===== src/rtl/instr_fetch.sv =====
// -----------------------------------------------------------------------------
// instr_fetch
//
// Single-outstanding-request instruction fetch unit with a one-entry output
// buffer. It fetches words from instruction memory, holds one instruction for
// the decode stage, and redirects on branch/jump targets. A response that
// belongs to a superseded request is dropped.
//
// Handshakes:
//   imem_req/imem_ack : imem_req stays high with imem_addr stable until the
//                       cycle in which imem_ack=1; that cycle completes the
//                       request. imem_ack may arrive in the first request
//                       cycle. imem_rdata is only looked at when imem_ack=1.
//   out_valid/out_ready: a handoff happens in any cycle where both are high;
//                       out_instr/out_pc stay stable while out_valid=1 and
//                       out_ready=0. A redirect wins over out_ready and
//                       discards the buffered instruction.
//
// Ports:
//   clk, rst            clock, synchronous active-high reset
//   imem_req/addr       memory request and its word-aligned address
//   imem_ack/rdata      memory response
//   redirect_valid/pc   taken branch/jump and its target (bits [1:0] ignored)
//   out_valid/ready     buffered instruction handshake to decode
//   out_instr/pc        buffered instruction word and its address
//   out_opcode/funct3/funct7  instruction fields decoded from the buffer
//   fetch_count         number of completed handoffs (wraps)
//   fsm_state           current FSM state, for debug and checkers
// -----------------------------------------------------------------------------
module instr_fetch #(
  parameter logic [31:0] RESET_PC  = 32'h0000_0000,
  parameter logic [31:0] NOP_INSTR = 32'h0000_0013
) (
  input  logic        clk,
  input  logic        rst,
  output logic        imem_req,
  output logic [31:0] imem_addr,
  input  logic        imem_ack,
  input  logic [31:0] imem_rdata,
  input  logic        redirect_valid,
  input  logic [31:0] redirect_pc,
  output logic        out_valid,
  input  logic        out_ready,
  output logic [31:0] out_instr,
  output logic [31:0] out_pc,
  output logic [6:0]  out_opcode,
  output logic [2:0]  out_funct3,
  output logic [6:0]  out_funct7,
  output logic [31:0] fetch_count,
  output logic [1:0]  fsm_state
);

  // FETCH  : request outstanding, its response will be kept
  // DISCARD: request outstanding, its response belongs to a stale path
  // HOLD   : buffer full, waiting for decode to take it
  typedef enum logic [1:0] {
    FETCH   = 2'd0,
    DISCARD = 2'd1,
    HOLD    = 2'd2
  } state_t;

  state_t      state, state_next;
  logic [31:0] pc, pc_next;
  logic [31:0] req_addr, req_addr_next;
  logic [31:0] buffer, buffer_next;
  logic [31:0] out_pc_q, out_pc_next;
  logic [31:0] count, count_next;
  logic [31:0] redirect_target;

  // Targets are always word aligned; the low two bits are forced to zero.
  assign redirect_target = redirect_pc & 32'hFFFF_FFFC;

  always_ff @(posedge clk) begin
    if (rst) begin
      state    <= FETCH;
      pc       <= RESET_PC;
      req_addr <= RESET_PC;
      buffer   <= NOP_INSTR;
      out_pc_q <= 32'h0;
      count    <= 32'h0;
    end else begin
      state    <= state_next;
      pc       <= pc_next;
      req_addr <= req_addr_next;
      buffer   <= buffer_next;
      out_pc_q <= out_pc_next;
      count    <= count_next;
    end
  end

  always_comb begin
    state_next    = state;
    pc_next       = pc;
    req_addr_next = req_addr;
    buffer_next   = buffer;
    out_pc_next   = out_pc_q;
    count_next    = count;

    unique case (state)
      FETCH: begin
        if (imem_ack) begin
          if (redirect_valid) begin
            // Response arrives together with a redirect: it is already stale,
            // so start the new request straight away.
            pc_next       = redirect_target;
            req_addr_next = redirect_target;
          end else begin
            buffer_next = imem_rdata;
            out_pc_next = req_addr;
            pc_next     = req_addr + 32'd4;
            state_next  = HOLD;
          end
        end else if (redirect_valid) begin
          // Request cannot be withdrawn; keep imem_addr stable and drop the
          // response when it comes back.
          pc_next    = redirect_target;
          state_next = DISCARD;
        end
      end

      DISCARD: begin
        // Later redirects overwrite earlier ones, including one in the ack cycle.
        if (redirect_valid) begin
          pc_next = redirect_target;
        end
        if (imem_ack) begin
          req_addr_next = redirect_valid ? redirect_target : pc;
          state_next    = FETCH;
        end
      end

      HOLD: begin
        if (redirect_valid) begin
          pc_next       = redirect_target;
          req_addr_next = redirect_target;
          state_next    = FETCH;
        end else if (out_ready) begin
          count_next    = count + 32'd1;
          req_addr_next = pc;
          state_next    = FETCH;
        end
      end

      default: begin
        state_next = FETCH;
      end
    endcase
  end

  // Request and valid are gated by rst so nothing is visible during reset.
  assign imem_req    = !rst && (state == FETCH || state == DISCARD);
  assign imem_addr   = req_addr;
  assign out_valid   = !rst && (state == HOLD);
  assign out_instr   = buffer;
  assign out_pc      = out_pc_q;
  assign out_opcode  = buffer[6:0];
  assign out_funct3  = buffer[14:12];
  assign out_funct7  = buffer[31:25];
  assign fetch_count = count;
  assign fsm_state   = state;

endmodule


===== config.mk =====
export PLATFORM = sky130hd
export DESIGN_NAME = instr_fetch
export DESIGN_NICKNAME = d
export VERILOG_FILES = /design/src/rtl/instr_fetch.sv
export SDC_FILE = /design/constraint.sdc
export NUM_CORES = 1
export LEC_CHECK = 0
export CAP_MARGIN = 20
export CORE_MARGIN = 3
export CORE_UTILIZATION = 25
export DETAILED_ROUTE_END_ITERATION = 16
export PLACE_DENSITY = 0.48
export SLEW_MARGIN = 20
export SYNTH_ARGS = -nofsm -noshare
export SYNTH_HDL_FRONTEND = slang
export SYNTH_SLANG_ARGS = --single-unit

===== constraint.sdc =====
create_clock -name clk -period 2 [get_ports clk]
set_input_delay 0.4 -clock clk [delete_from_list [all_inputs] [get_ports clk]]
set_output_delay 0.4 -clock clk [all_outputs]
set_load 0.05 [all_outputs]

Yosys cells after proc, flatten, opt, wreduce, memory -nomap -nowiden
Cells that the tools add are included.

operators by class
  multiplexer cells = 17
  bitwise operators = 1
  reduce and logical (&&, ||, !) cells = 12
  $add $sub $neg = 2
  equality and inequality tests = 8

operators by type and width
  operator                                              number
  2-to-1 mux 32 bit                                     8
  case mux 32 bit (3 select lines)                      1
  case mux 32 bit (2 select lines)                      1
  adder 32 x 1 -> 32 bit (second input constant)        1
  adder 32 x 3 -> 32 bit (second input constant)        1
  2-to-1 mux 2 bit                                      6
  inequality test 3 bit (second input constant)         3
  inequality test 2 bit (second input constant)         3
  case mux 2 bit (3 select lines)                       1
  AND reduction 3 bit                                   2
  AND reduction 5 bit                                   1
  AND reduction 4 bit                                   1
  nonzero test 3 bit                                    1
  equality test 2 x 1 -> 1 bit (second input constant)  1
  equality test 2 bit (second input constant)           1
  logical AND 1 bit                                     2
  zero test 2 bit                                       1
  nonzero test 2 bit                                    1
  OR reduction 2 bit                                    1
  zero test 1 bit                                       1
  logical OR 1 bit                                      1
  NOT 1 bit                                             1

storage, ports and cells
  output and inout bits = 149
  bits of input ports = 69
  word-level logic and storage cells = 46
  flip-flop bits (word level) = 162

Longest topological paths before layout
  word-level depth = 4
  mapped depth = 8
  mapped depth without buffers = 7

Least setup slack after synthesis
Ideal clock, no wire load.

  path type = flip-flop to flip-flop
  from = register state[0], in the netlist fsm_state[0]
  to = register pc[28]
  arrival time = 2.291 ns
  buffers on the path = 1
  setup time = 0.103 ns
  setup slack = -0.395 ns
  cell stages (with the launch flop) = 8
  data required time = 1.897 ns
  period minus slack after synthesis = 2.395 ns
  path through = dfxtp_1 > inv_1 > ha_1 > nand2b_1 > clkbuf_1 > a21oi_1 > nor2_1 > a2111oi_2

on the way
  cells in the longest elaborated chain, start to end = 3
  elaborated cells between the ends (all ways) = 6
  classes of those cells = eq/ne (2); mux (1); reduce/logical (3)

RTL lines
  what                                                                           RTL line  source
  start, declared                                                                62        state_t state, state_next;
  start signal, assigned                                                         82        state <= state_next;
  equality test 2 x 1 -> 1 bit / equality test 2 bit (equally long branches)     99        unique case (state)
  OR reduction 2 bit (no source line)                                            n/a
  case mux 32 bit (2 select lines) / nonzero test 2 bit (equally long branches)  n/a
  end signal, assigned                                                           83        pc <= pc_next;
  end, declared                                                                  63        logic [31:0] pc, pc_next;

Several ways; a longest one is shown, not always the timed one.
A chain may end at the register's enable or synchronous reset.

Worst setup path in the final report
  from = register req_addr[11], in the netlist imem_addr[11]
  to = register pc[29]

on the way
  cells in the longest elaborated chain, start to end = 4

RTL lines
  what                              RTL line  source
  start, declared                   64        logic [31:0] req_addr, req_addr_next;
  start signal, assigned            84        req_addr <= req_addr_next;
  adder 32 x 3 -> 32 bit            110       pc_next = req_addr + 32'd4;
  2-to-1 mux 32 bit                 102       if (redirect_valid) begin
  2-to-1 mux 32 bit                 101       if (imem_ack) begin
  case mux 32 bit (2 select lines)  99

Every way passes these cells.

==> metrics.cfg <==
[run_status]
status = finished clean

[power_and_ir_drop]
power.leakage_nw = 4.94
p_int_mw = 6.17
pwr-share-seq = 0.386
p_clk_frac = 0.361
vdd_drop_max_mv = 0.573
switching_share = 0.339
combPwrFrac = 0.253
netSwitchingPower_mw = 3.16
p_per_area_mw_per_mm2 = 810

[detailed_routing]
drc_errors = 0
wirelength_mm = 28.5
ant_nets = 0
drt_iter0_markers = 408
wl_per_cell_um = 17.3
firstDrtPassIters = 5
vias = 7842
via_per_inst = 4.77

[timing]
finalCritPeriodShare = 0.978
setup-violations-final = 0
worst_pin_slew_ns = 0.544
finalHoldViolCount = 0
fmaxAchievable_mhz = 511
fin_skew_ns = 0.0116
slew_headroom = 0.636
layout_min_cycle_time_ns = 1.96
timing.final.ws_setup_ns = 0.0441
slew_viol_final = 0
setup_tns_ns = 0

[cts]
cts_made_buffers = 17
clkTransAtPathRegs_ns = 0.07
cts_root_buf = clkbuf_16
htreeDepth = 4
cts_tree = done
clkLatencyLatePin_ns = 0.43
cts_buffer_depth = 2
hold_buffers = 0
clock_sinks = 162

[cells_and_area]
drive_above_1_share = 0.222
syn_to_final_growth_pct = 50.5
finalNonFillerCells = 1645
stdcell_area_mm2 = 0.0115
fill_cells = 3122
final_nets = 1317

[global_route]
grt_pass1_vias = 7506
grt_pass1_wl_mm = 43.6
grt_start_max_net_pins = 60
gr-total-overflow = 0
grtUsageTotal = 0.166
antenna_found_initial = 1

[critical_path]
end_kind = flop
arrival_ns = 2.26
cp_cell_sequence = nand4_1 > or4_4 > buf_12 > buf_4 > nor3_2 > xnor2_1 > o22ai_1
critical_path.max_stage_delay_ns = 0.65
path_max_fanout = 5
cp-start-kind = flop
crit_required_ns = 2.31
crit_type = flop to flop
critPathSlowestCell = or4_4
r2r_slack_ns = 0.04

[yosys]
synth_cell_types = 62
synthCells = 979
yosysMostFrequentCell = nand2_1
yosysSeqAreaShare = 0.424
synth_nets = 1055
synthTopCellsByArea = dfxtp_1, nand2_1, a21oi_1, nor2_1, xnor2_1
syn_avg_cell_area_um2 = 7.82
synth_ff_type = dfxtp_1
synth-edff-count = 0
synth_area_mm2 = 0.00765
synth_warnings = 0
synth_common_cells = nand2_1, dfxtp_1, nor2_1, a21oi_1, clkbuf_1
synthArstFlopShare = 0
synth_top_area_share = 0.424
synth_top_cell_by_area = dfxtp_1
synth_seq_cells = 162

[floorplan]
start_util = 0.256
die_area_mm2 = 0.0328
row_count = 63
num_io_pins = 218
die_y_um = 181
core_area_mm2 = 0.0299
die_x_um = 181

[placed_design]
gp_congestion = 0.806
dp.cells = 1601
dpl_cell_area_mm2 = 0.0107
hpwl_mm = 19.9
io_buffer_count = 215
place_ws_ns = -0.287

[hold_path]
hp-class = input pin to flop

[job]
max_cap_violations = 0

[worst max-delay path, delay by kind of cell (launching register included)]
family | cells | cell delay [ns]
flip-flops | 1 | 0.34
AO/OA/AOI/OAI | 1 | 0.09
buffers and inverters | 2 | 0.30
AND/OR/NAND/NOR | 3 | 0.97
XOR/XNOR | 1 | 0.14
[placed cells by master (no fill, tap or decap), drive strengths merged, types with 21 or more instances in the layout]
| cell | n |
|---|---|
| a311oi | 29 |
| a21oi | 86 |
| dlygate4sd2 | 64 |
| dfxtp | 162 |
| nor3 | 30 |
| o21ai | 21 |
| nor2 | 105 |
| nand3 | 25 |
| inv | 28 |
| nand2 | 221 |
| xnor2 | 37 |
| clkdlybuf4s50 | 69 |
| dlymetal6s2s | 27 |
| clkbuf | 21 |
| buf | 170 |
[area by class of cell]
cell class | instances | area [µm²] | area share
Sequential cell | 162 | 3310 | 0.287
Antenna cell | 1 | 2.50 | 0.000217
Inverter | 18 | 67.6 | 0.00587
Timing Repair Buffer | 332 | 3060 | 0.266
Clock buffer | 19 | 454 | 0.0394
Tap cell | 390 | 488 | 0.0424
Clock inverter | 13 | 135 | 0.0117
Multi-Input combinational cell | 710 | 4000 | 0.347
[per-layer routing]
metal	vias to the layer above	share of wire	wire length, µm	global-route usage
met5	-	0	0	0
met4	0	0.023	652	0.0524
met3	39	0.054	1550	0.0344
met2	226	0.46	13200	0.267
met1	3690	0.46	13200	0.224
li1	3887	-	-	-
[path summary, 6_finish.rpt]
path         depth (start not counted)           from            end
max                                  7  imem_addr[11]         pc[29]
min                                  2            rst  imem_addr[18]
max reg2reg                          7  imem_addr[11]         pc[29]
min reg2reg                          2  out_instr[18]  out_instr[18]
[power by group through the flow]
stage	clock network, mW	registers [mW]	logic, mW
after floorplan	0	4.17	0.837
final	3.37	3.60	2.37
after detailed placement	0	3.68	2.31
after global placement	0	3.68	2.30
after global routing	3.61	3.63	2.53
after CTS	3.49	3.60	2.29
[sequential cells by signal (all words and copies together), names as in the netlist]
| register | cells |
|---|---|
| fetch_count | 32 |
| fsm_state | 2 |
| imem_addr | 32 |
| out_instr | 32 |
| out_pc | 32 |
| pc | 32 |
[stage by stage]
stage | util | total power [mW] | hold WS [ns]
after floorplan | - | 5.01 | 0.441
after global placement | 0.359 | 5.97 | 0.441
after detailed placement | 0.359 | 5.99 | 0.447
after CTS | 0.376 | 9.39 | 0.288
after global routing | 0.386 | 9.78 | 0.301
final | 0.386 | 9.33 | 0.304
[cell families (layout without fill, tap and decap cells)]
family / count (synthesis) / after routing / synth area share
xor+xnor: 44 / 44 / 0.0504
flops: 162 / 162 / 0.424
fa+ha+maj: 7 / 7 / 0.0114
simple gates: 455 / 455 / 0.274
buf+inv: 107 / 382 / 0.0636
other cells: 0 / 1 / 0
compound gates: 199 / 199 / 0.171
mux: 5 / 5 / 0.00654
[what timing repair did]
item / in CTS / in global routing
gates cloned: 0 / 2
setup endpoints to repair: 76 / 84
pin swaps: 0 / 19
gates resized for setup: 70 / 44
buffers inserted: 0 / 9
(Power assumes the default switching activity.)
